<file path="src/rtl/mem_dma_pkg.sv">
// Shared definitions for the memory-to-memory DMA: register indices,
// STATUS/CTRL bit positions, bus strobe encodings and the FSM state encoding.
package mem_dma_pkg;

  localparam logic [3:0] REG_SRC    = 4'd0;
  localparam logic [3:0] REG_DST    = 4'd1;
  localparam logic [3:0] REG_LEN    = 4'd2;
  localparam logic [3:0] REG_CTRL   = 4'd3;
  localparam logic [3:0] REG_STATUS = 4'd4;
  localparam logic [3:0] REG_COUNT  = 4'd5;

  localparam int ST_BUSY    = 0;
  localparam int ST_DONE    = 1;
  localparam int ST_ERROR   = 2;
  localparam int ST_ABORTED = 3;

  localparam int CTRL_START = 0;
  localparam int CTRL_ABORT = 1;

  localparam logic [3:0] WSTRB_RD = 4'h0;
  localparam logic [3:0] WSTRB_WR = 4'hF;

  typedef enum logic [2:0] {
    S_IDLE   = 3'd0,
    S_RD     = 3'd1,
    S_RD_GAP = 3'd2,
    S_WR     = 3'd3,
    S_WR_GAP = 3'd4
  } state_t;

endpackage

</file>
<file path="src/rtl/mem_dma_regs.sv">
// CPU-facing register block: SRC/DST/LEN storage, read mux and the
// start/abort strobes qualified against the engine's busy state.
module mem_dma_regs
  import mem_dma_pkg::*;
#(
  parameter int LEN_W = 16
) (
  input  logic             clk,
  input  logic             rst,
  input  logic [3:0]       addr,
  input  logic             we,
  input  logic [31:0]      wdata,
  input  logic             busy,
  input  logic             done,
  input  logic             error,
  input  logic             aborted,
  input  logic [LEN_W-1:0] count,
  output logic [31:0]      rdata,
  output logic [31:0]      src,
  output logic [31:0]      dst,
  output logic [LEN_W-1:0] len,
  output logic             start,
  output logic             abort
);

  logic [31:0]      src_q, src_d;
  logic [31:0]      dst_q, dst_d;
  logic [LEN_W-1:0] len_q, len_d;
  logic             ctrl_wr;
  logic [31:0]      status;

  always_ff @(posedge clk) begin
    if (rst) begin
      src_q <= '0;
      dst_q <= '0;
      len_q <= '0;
    end else begin
      src_q <= src_d;
      dst_q <= dst_d;
      len_q <= len_d;
    end
  end

  // Transfer parameters are frozen while the engine is running.
  always_comb begin
    src_d = src_q;
    dst_d = dst_q;
    len_d = len_q;
    if (we && !busy) begin
      case (addr)
        REG_SRC: src_d = {wdata[31:2], 2'b00};
        REG_DST: dst_d = {wdata[31:2], 2'b00};
        REG_LEN: len_d = wdata[LEN_W-1:0];
        default: ;
      endcase
    end
  end

  assign ctrl_wr = we && (addr == REG_CTRL);
  assign start   = ctrl_wr && wdata[CTRL_START] && !wdata[CTRL_ABORT] && !busy;
  assign abort   = ctrl_wr && wdata[CTRL_ABORT] && busy;

  always_comb begin
    status             = '0;
    status[ST_BUSY]    = busy;
    status[ST_DONE]    = done;
    status[ST_ERROR]   = error;
    status[ST_ABORTED] = aborted;
  end

  always_comb begin
    case (addr)
      REG_SRC:    rdata = src_q;
      REG_DST:    rdata = dst_q;
      REG_LEN:    rdata = 32'(len_q);
      REG_STATUS: rdata = status;
      REG_COUNT:  rdata = 32'(count);
      default:    rdata = '0;
    endcase
  end

  assign src = src_q;
  assign dst = dst_q;
  assign len = len_q;

endmodule

</file>
<file path="src/rtl/mem_dma.sv">
// Word-copy DMA engine: read one word, write it back, repeat for LEN words,
// with per-access timeout and abort honoured at the gap cycles.
module mem_dma
  import mem_dma_pkg::*;
#(
  parameter int TIMEOUT = 255,
  parameter int LEN_W   = 16
) (
  input  logic        clk,
  input  logic        rst,
  input  logic [3:0]  addr,
  input  logic        we,
  input  logic [31:0] wdata,
  output logic [31:0] rdata,
  output logic        m_valid,
  output logic [31:0] m_addr,
  output logic [31:0] m_wdata,
  output logic [3:0]  m_wstrb,
  input  logic [31:0] m_rdata,
  input  logic        m_ready,
  output logic        irq
);

  localparam int TO_W = $clog2(TIMEOUT + 1);

  state_t           state_q, state_d;
  logic [31:0]      src_ptr_q, src_ptr_d;
  logic [31:0]      dst_ptr_q, dst_ptr_d;
  logic [31:0]      data_q, data_d;
  logic [LEN_W-1:0] count_q, count_d;
  logic [TO_W-1:0]  to_q, to_d;
  logic             done_q, done_d;
  logic             error_q, error_d;
  logic             aborted_q, aborted_d;
  logic             irq_q, irq_d;
  logic             abort_pend_q, abort_pend_d;

  logic             busy, start_stb, abort_stb, abort_now, to_expired;
  logic [31:0]      src_reg, dst_reg;
  logic [LEN_W-1:0] len_reg;

  assign busy = (state_q != S_IDLE);

  mem_dma_regs #(.LEN_W(LEN_W)) u_regs (
    .clk     (clk),
    .rst     (rst),
    .addr    (addr),
    .we      (we),
    .wdata   (wdata),
    .busy    (busy),
    .done    (done_q),
    .error   (error_q),
    .aborted (aborted_q),
    .count   (count_q),
    .rdata   (rdata),
    .src     (src_reg),
    .dst     (dst_reg),
    .len     (len_reg),
    .start   (start_stb),
    .abort   (abort_stb)
  );

  always_ff @(posedge clk) begin
    if (rst) begin
      state_q      <= S_IDLE;
      count_q      <= '0;
      to_q         <= '0;
      done_q       <= 1'b0;
      error_q      <= 1'b0;
      aborted_q    <= 1'b0;
      irq_q        <= 1'b0;
      abort_pend_q <= 1'b0;
    end else begin
      state_q      <= state_d;
      count_q      <= count_d;
      to_q         <= to_d;
      done_q       <= done_d;
      error_q      <= error_d;
      aborted_q    <= aborted_d;
      irq_q        <= irq_d;
      abort_pend_q <= abort_pend_d;
    end
  end

  // Datapath registers are only observed on the bus in RD/WR, so they need no reset.
  always_ff @(posedge clk) begin
    src_ptr_q <= src_ptr_d;
    dst_ptr_q <= dst_ptr_d;
    data_q    <= data_d;
  end

  assign abort_now  = abort_pend_q || abort_stb;
  assign to_expired = (to_q == TO_W'(TIMEOUT - 1));

  always_comb begin
    state_d      = state_q;
    src_ptr_d    = src_ptr_q;
    dst_ptr_d    = dst_ptr_q;
    data_d       = data_q;
    count_d      = count_q;
    to_d         = to_q;
    done_d       = done_q;
    error_d      = error_q;
    aborted_d    = aborted_q;
    irq_d        = 1'b0;
    abort_pend_d = abort_pend_q || abort_stb;
    case (state_q)
      S_IDLE: begin
        abort_pend_d = 1'b0;
        if (start_stb) begin
          src_ptr_d = src_reg;
          dst_ptr_d = dst_reg;
          count_d   = len_reg;
          to_d      = '0;
          error_d   = 1'b0;
          aborted_d = 1'b0;
          if (len_reg == '0) begin
            done_d = 1'b1;
            irq_d  = 1'b1;
          end else begin
            done_d  = 1'b0;
            state_d = S_RD;
          end
        end
      end
      S_RD, S_WR: begin
        if (m_ready) begin
          to_d = '0;
          if (state_q == S_RD) begin
            data_d  = m_rdata;
            state_d = S_RD_GAP;
          end else begin
            src_ptr_d = src_ptr_q + 32'd4;
            dst_ptr_d = dst_ptr_q + 32'd4;
            count_d   = count_q - 1'b1;
            state_d   = S_WR_GAP;
          end
        end else if (to_expired) begin
          to_d         = '0;
          error_d      = 1'b1;
          irq_d        = 1'b1;
          abort_pend_d = 1'b0;
          state_d      = S_IDLE;
        end else begin
          to_d = to_q + 1'b1;
        end
      end
      S_RD_GAP, S_WR_GAP: begin
        if (abort_now) begin
          aborted_d    = 1'b1;
          irq_d        = 1'b1;
          abort_pend_d = 1'b0;
          state_d      = S_IDLE;
        end else if (state_q == S_RD_GAP) begin
          state_d = S_WR;
        end else if (count_q == '0) begin
          done_d  = 1'b1;
          irq_d   = 1'b1;
          state_d = S_IDLE;
        end else begin
          state_d = S_RD;
        end
      end
      default: state_d = S_IDLE;
    endcase
  end

  // Bus outputs are a pure function of state and held registers, so they stay stable while stalled.
  always_comb begin
    m_valid = 1'b0;
    m_addr  = '0;
    m_wdata = '0;
    m_wstrb = WSTRB_RD;
    case (state_q)
      S_RD: begin
        m_valid = 1'b1;
        m_addr  = src_ptr_q;
      end
      S_WR: begin
        m_valid = 1'b1;
        m_addr  = dst_ptr_q;
        m_wdata = data_q;
        m_wstrb = WSTRB_WR;
      end
      default: ;
    endcase
  end

  assign irq = irq_q;

endmodule
</file>
<file path="config.mk">
export PLATFORM = sky130hd
export DESIGN_NAME = mem_dma
export DESIGN_NICKNAME = d
export VERILOG_FILES = /design/src/rtl/mem_dma_pkg.sv /design/src/rtl/mem_dma_regs.sv /design/src/rtl/mem_dma.sv
export SDC_FILE = /design/constraint.sdc
export NUM_CORES = 1
export LEC_CHECK = 0
export CORE_MARGIN = 1
export CORE_UTILIZATION = 40
export CTS_CLUSTER_DIAMETER = 150
export DETAILED_ROUTE_END_ITERATION = 8
export PLACE_DENSITY_LB_ADDON = 0.08
export SLEW_MARGIN = 20
export SYNTH_ARGS = -nofsm -noshare
export SYNTH_HDL_FRONTEND = slang
export SYNTH_SLANG_ARGS = --single-unit
</file>
<file path="constraint.sdc">
create_clock -name clk -period 6.65 [get_ports clk]
set_input_delay 0.9975 -clock clk [delete_from_list [all_inputs] [get_ports clk]]
set_output_delay 0.9975 -clock clk [all_outputs]
set_load 0.005 [all_outputs]
</file>
==> results of run 1 <==
[metal layers]
layer | vias to the layer above | global-route usage | routed length [um]
li1 | 4337 | - | -
met1 | 4169 | 0.331 | 14300
met2 | 254 | 0.356 | 14000
met3 | 25 | 0.0334 | 1650
met4 | 0 | 0.0643 | 442
met5 | - | 0 | 0
[critical path, stage by stage (launching register included)]
cell,delay (ns)
dfxtp_1,0.62
nand2b_4,0.23
buf_4,0.66
buf_4,0.72
nor2_1,0.12
clkdlybuf4s50_1,0.47
[final cells by class]
| type | instances | area share |
|---|---|---|
| inverter | 13 | 0.00383 |
| tap | 330 | 0.0324 |
| clock inverter | 14 | 0.0108 |
| sequential | 200 | 0.387 |
| timing repair buffer | 184 | 0.143 |
| multi-input combinational | 851 | 0.389 |
| clock buffer | 18 | 0.0337 |
[worst paths after layout]
kind | end | slack [ns] | cells past startpoint | start
setup / recovery | m_addr[7] | 2.35 | 5 | state_q[2]$_SDFFE_PP0P_
hold / removal | u_regs.src[17]$_SDFFE_PP0P_ | 0.48 | 2 | u_regs.src[17]$_SDFFE_PP0P_
setup reg to reg | dst_ptr_q[24]$_DFFE_PP_ | 2.90 | 7 | state_q[2]$_SDFFE_PP0P_
hold reg to reg | u_regs.src[17]$_SDFFE_PP0P_ | 0.48 | 2 | u_regs.src[17]$_SDFFE_PP0P_
[cells in the mapped netlist, drive strengths merged (6+ instances only)]
library cell,count
nand2,241
dfxtp,108
edfxtp,92
nor2,85
a21oi,81
o21ai,76
clkbuf,52
mux2i,46
and3,45
buf,33
xnor2,31
xor2,31
a22o,30
nand3,27
nor3,23
nor4,22
nand4,19
inv,13
a221o,12
a22oi,12
and4,9
ha,6
[per-stage QoR]
step / instance area, um2 / worst slack (ns)
after floorplan: 10300 / 2.86
after global placement: 12100 / 2.47
after detailed placement: 12100 / 2.45
after CTS: 12700 / 2.31
after global routing: 12700 / 2.07
final: 12700 / 2.35
[where the power goes]
group          internal [uW]  switching [uW]
clock network            527             496
registers               1290            9.01
logic                   55.0            54.8
[layout by cell type (no fill, tap or decap), drive strengths merged, types with 3 or more instances in the layout]
cell	Yosys	layout
clkinv	0	4
o21ai	76	76
nand4	19	19
inv	13	20
nor3b	3	3
clkbuf	52	18
mux2i	46	46
o211ai	3	3
nor3	23	23
ha	6	6
a31oi	4	4
and3	45	45
and4	9	9
nand2	241	241
and2	5	5
buf	33	14
a22oi	12	12
dfxtp	108	108
xor2	31	31
nor2	85	85
xnor2	31	31
edfxtp	92	92
a221o	12	12
o31ai	4	4
nor4b	5	5
nand3	27	27
a21oi	81	81
nor4	22	22
clkdlybuf4s50	0	170
a22o	30	30
[kinds of logic after synthesis]
group	after synthesis	synth area share
flops	200	0.479
compound gates	238	0.145
simple gates	497	0.228
xor+xnor	62	0.0528
mux	46	0.0448
buf+inv	98	0.0426
fa+ha+maj	6	0.00730
other cells	1	0.000365
==> run_results.csv, run 1 <==
group,metric,value,unit
run_status,outcome,"finished clean",
worst_hold_path,hp-class,"reg -> reg",
synth,synthesis.area,10300,um2
synth,synth_top_area_frac,0.269,
clocking,clk_pin_slew_worst_paths,0.08,ns
sta,finalHoldWorstSlack,0.476,ns
clocking,cts_num_sinks,200,
die,coreArea,25200,um2
route,first_pass_iters,7,
sta,maxSlewViolCount,0,
synth,synthArstFlopShare,0,
synth,synth_cell_types,66,
global_route,grt_overflow,0,
placement,dp_hpwl,21200,um
die,dieArea,26400,um2
flow_run,cap_violations,0,
synth,synth_top_flop_cell,"dfxtp_1",
global_route,grt_usage,0.229,
power,ir_worst_vdd,151,uV
clocking,numCtsBuffers,17,
synth,yosysSeqAreaShare,0.479,
worst_setup_path,crit_fanout,89,
clocking,h-tree-depth,4,
worst_setup_path,arrival,3.31,ns
sta,relSlewSlack,0.378,
synth,synthCells,1148,
finish,final_cells,1610,
route,drt_wl_total,30400,um
route,vias,8785,
clocking,cts_setup_buffers,0,
power,total_power,2430,uW
die,pin_count,174,
worst_setup_path,startpoint_type,"flip-flop",
sta,timing.fmax,232,MHz
synth,synth_seq_cells,200,
placement,port_buffers,171,
clocking,clk_latency,0.44,ns
synth,ys_warn_count,0,
die,start_util,0.408,
route,drtIter0Drc,637,
sta,hold_violations,0,
sta,rsz0062_at_grt,"no",
power,cellPowerDensity,191,nW/um2
global_route,grt_max_degree,104,
clocking,max-clock-path-buffers,2,
placement,dp.cells,1577,
finish,multi_input_area,4960,um2
route,wire_per_inst,18.9,um
sta,period_needed,4.30,ns
global_route,grt_pass1_vias,8052,
worst_setup_path,worstSetupPathType,"reg -> out",
finish,fin_nets,1345,
route,ant_nets,0,
finish,seq_area,4930,um2
worst_setup_path,cp.required,5.65,ns
synth,yosys.area.top_type,"edfxtp_1",
placement,routabilityCongestion,0.866,
die,die_width,162,um
sta,setup_violations,0,
die,die_y,162,um
global_route,grt_pass1_wl,46500,um
global_route,antenna_found_initial,0,
clocking,root_buffer,"clkbuf_16",
finish,syn2layout_area_growth,23.9,%
synth,avgSynthCellArea,8.96,um2
finish,final_util,0.506,
clocking,ctsResizeCount,0,
route,drc_errors,0,
sta,setup_tns,0,ns
sta,worst_slew_pin_slew,0.931,ns
synth,synth-edff-count,92,
die,num_rows,58,
worst_setup_path,endpoint_kind,"output pin",
sta,period_share,0.647,
clocking,ctsHoldBuffers,0,
power,leakage,0.00430,uW
clocking,cts_tree,"yes",
sta,skew,0.0180,ns
finish,fillerInstances,2403,
synth,synth_area_leaders,"edfxtp_1 27%, dfxtp_1 21%, nand2_1 8.8%, mux2i_1 4.5%, a21oi_1 3.9%",
finish,drive_gt1_frac,0.0547,
finish,largest_reg_flops,32,
finish,diodes,0,
finish,top_register,"data_q",
route,viasPerCell,5.46,
(Power assumes the default switching activity.)
==> run 2, diff against run 1 <==
==> constraint.sdc (replaced) <==
create_clock -name clk -period 3.6 [get_ports clk]
set_input_delay 0.54 -clock clk [delete_from_list [all_inputs] [get_ports clk]]
set_output_delay 0.54 -clock clk [all_outputs]
set_load 0.005 [all_outputs]
==> run_results.csv, run 2 (synthesis gave the netlist of run 1 again) <==
group,metric,value,unit
power,cellPowerDensity,353,nW/um2
worst_setup_path,startpoint_type,"input pin",
worst_setup_path,cp.required,3.06,ns
route,wl_met3,1630,um
finish,top_register,"data_q",
finish,layout_commonest_cell,"nand2_1",
sta,finalHoldWorstSlack,0.476,ns
sta,skew,0.0131,ns
clocking,root_buffer,"clkbuf_16",
placement,port_buffers,171,
sta,setup_violations,0,
global_route,grt_pass1_wl,47600,um
finish,layout_common_cells,"240 x nand2_1, 170 x clkdlybuf4s50_1, 107 x dfxtp_1, 92 x edfxtp_1, 84 x nor2_1",
route,drt_wl_total,30700,um
sta,setup_tns,0,ns
clocking,numCtsBuffers,17,
clocking,max-clock-path-buffers,2,
power,leakage,0.00438,uW
finish,syn2layout_area_growth,25.4,%
worst_setup_path,crit_fanout,17,
finish,fin_nets,1353,
clocking,clk_latency,0.45,ns
clocking,cts_tree,"yes",
sta,maxSlewViolCount,0,
sta,timing.fmax,303,MHz
power,ir_worst_vdd,285,uV
global_route,grt_max_degree,174,
die,dieArea,26400,um2
global_route,grt_pass1_vias,8306,
placement,routabilityCongestion,0.883,
worst_setup_path,reg2reg_slack,0.81,ns
sta,period_share,0.918,
finish,largest_reg_flops,32,
placement,dpl_worst_slack,0.301,ns
global_route,antenna_found_initial,0,
placement,dp_hpwl,21300,um
clocking,clk_pin_slew_worst_paths,0.08,ns
route,met1_length,14600,um
die,pin_count,174,
route,drtIter0Drc,646,
global_route,grt_usage,0.233,
sta,rsz0062_at_grt,"no",
global_route,grt_overflow,0,
route,wl_met2,14200,um
die,num_rows,58,
route,first_pass_iters,5,
clocking,h-tree-depth,4,
run_status,outcome,"finished clean",
sta,period_needed,3.30,ns
clocking,cts_num_sinks,200,
sta,relSlewSlack,0.328,
route,ant_nets,0,
worst_hold_path,hp-class,"reg -> reg",
route,top_layer,"met4",
die,die_width,162,um
finish,postLayoutCellArea,12900,um2
clocking,cts_setup_buffers,0,
worst_setup_path,arrival,2.76,ns
placement,post_dp_cell_area,12300,um2
finish,diodes,0,
route,wire_per_inst,19.0,um
sta,setup_ws,0.296,ns
die,start_util,0.408,
route,viasPerCell,5.53,
die,die_y,162,um
clocking,ctsHoldBuffers,0,
worst_setup_path,endpoint_kind,"output pin",
die,coreArea,25200,um2
clocking,ctsResizeCount,0,
route,drc_errors,0,
sta,worst_slew_pin_slew,1.01,ns
finish,drive_gt1_frac,0.0613,
flow_run,cap_violations,0,
worst_setup_path,worstSetupPathType,"in -> out",
sta,hold_violations,0,
route,vias,8954,
run 2: cell count changes in the layout (fill, tap and decap cells not counted):
| cell | delta |
|---|---|
| clkinvlp_4 | -2 |
| clkinv_8 | +3 |
| buf_12 | +7 |
| inv_8 | +2 |
| clkbuf_1 | -1 |
| inv_4 | +1 |
| buf_16 | -1 |
| nor3_2 | -1 |
| clkbuf_16 | +1 |
| bufinv_16 | -1 |
| nor3_4 | +1 |
| buf_4 | +2 |
| clkinv_4 | -2 |
| inv_6 | -1 |
run 2: worst max-delay path, cell delays in order:
cell and delay, ns:
clkdlybuf4s50_1 0.60, or3b_4 0.46, nor2_4 0.40, a221o_1 0.26, clkdlybuf4s50_1 0.51
run 2: routing by layer:
metal  up-vias  track usage
met1      4332        0.332
li1       4357            -
met2       242        0.368
met5         -            0
met3        23       0.0382
met4         0       0.0545
run 2: worst paths after layout:
kind / from / endpoint / depth (start not counted)
hold reg to reg: u_regs.dst[26]$_SDFFE_PP0P_ / u_regs.dst[26]$_SDFFE_PP0P_ / 2
setup / recovery: addr[1] / rdata[13] / 5
setup reg to reg: state_q[2]$_SDFFE_PP0P_ / count_q[11]$_SDFFE_PP0P_ / 9
hold / removal: u_regs.dst[26]$_SDFFE_PP0P_ / u_regs.dst[26]$_SDFFE_PP0P_ / 2
run 2: report_power, final:
group | leakage (uW) | internal [uW] | switching [uW] | total, uW
clock | 0.000294 | 969 | 984 | 1950
sequential | 0.00173 | 2380 | 16.0 | 2390
combinational | 0.00235 | 103 | 102 | 205
run 2: cell type report:
type,instances,area [um2]
Clock buffer,18,450
Clock inverter,14,144
Fill cell,2355,12300
Inverter,13,48.8
Multi-Input combinational cell,851,4960
Sequential cell,200,4930
Tap cell,330,413
Timing Repair Buffer,192,1950
run 2: metrics by stage:
step / util / power, uW / instances
finish: 0.512 / 4550 / 1618
global route: 0.512 / 4680 / 1618
CTS: 0.512 / 4580 / 1618
detailed placement: 0.489 / 2650 / 1586
global placement: 0.489 / 2650 / 1586
floorplan: - / 2510 / 1149
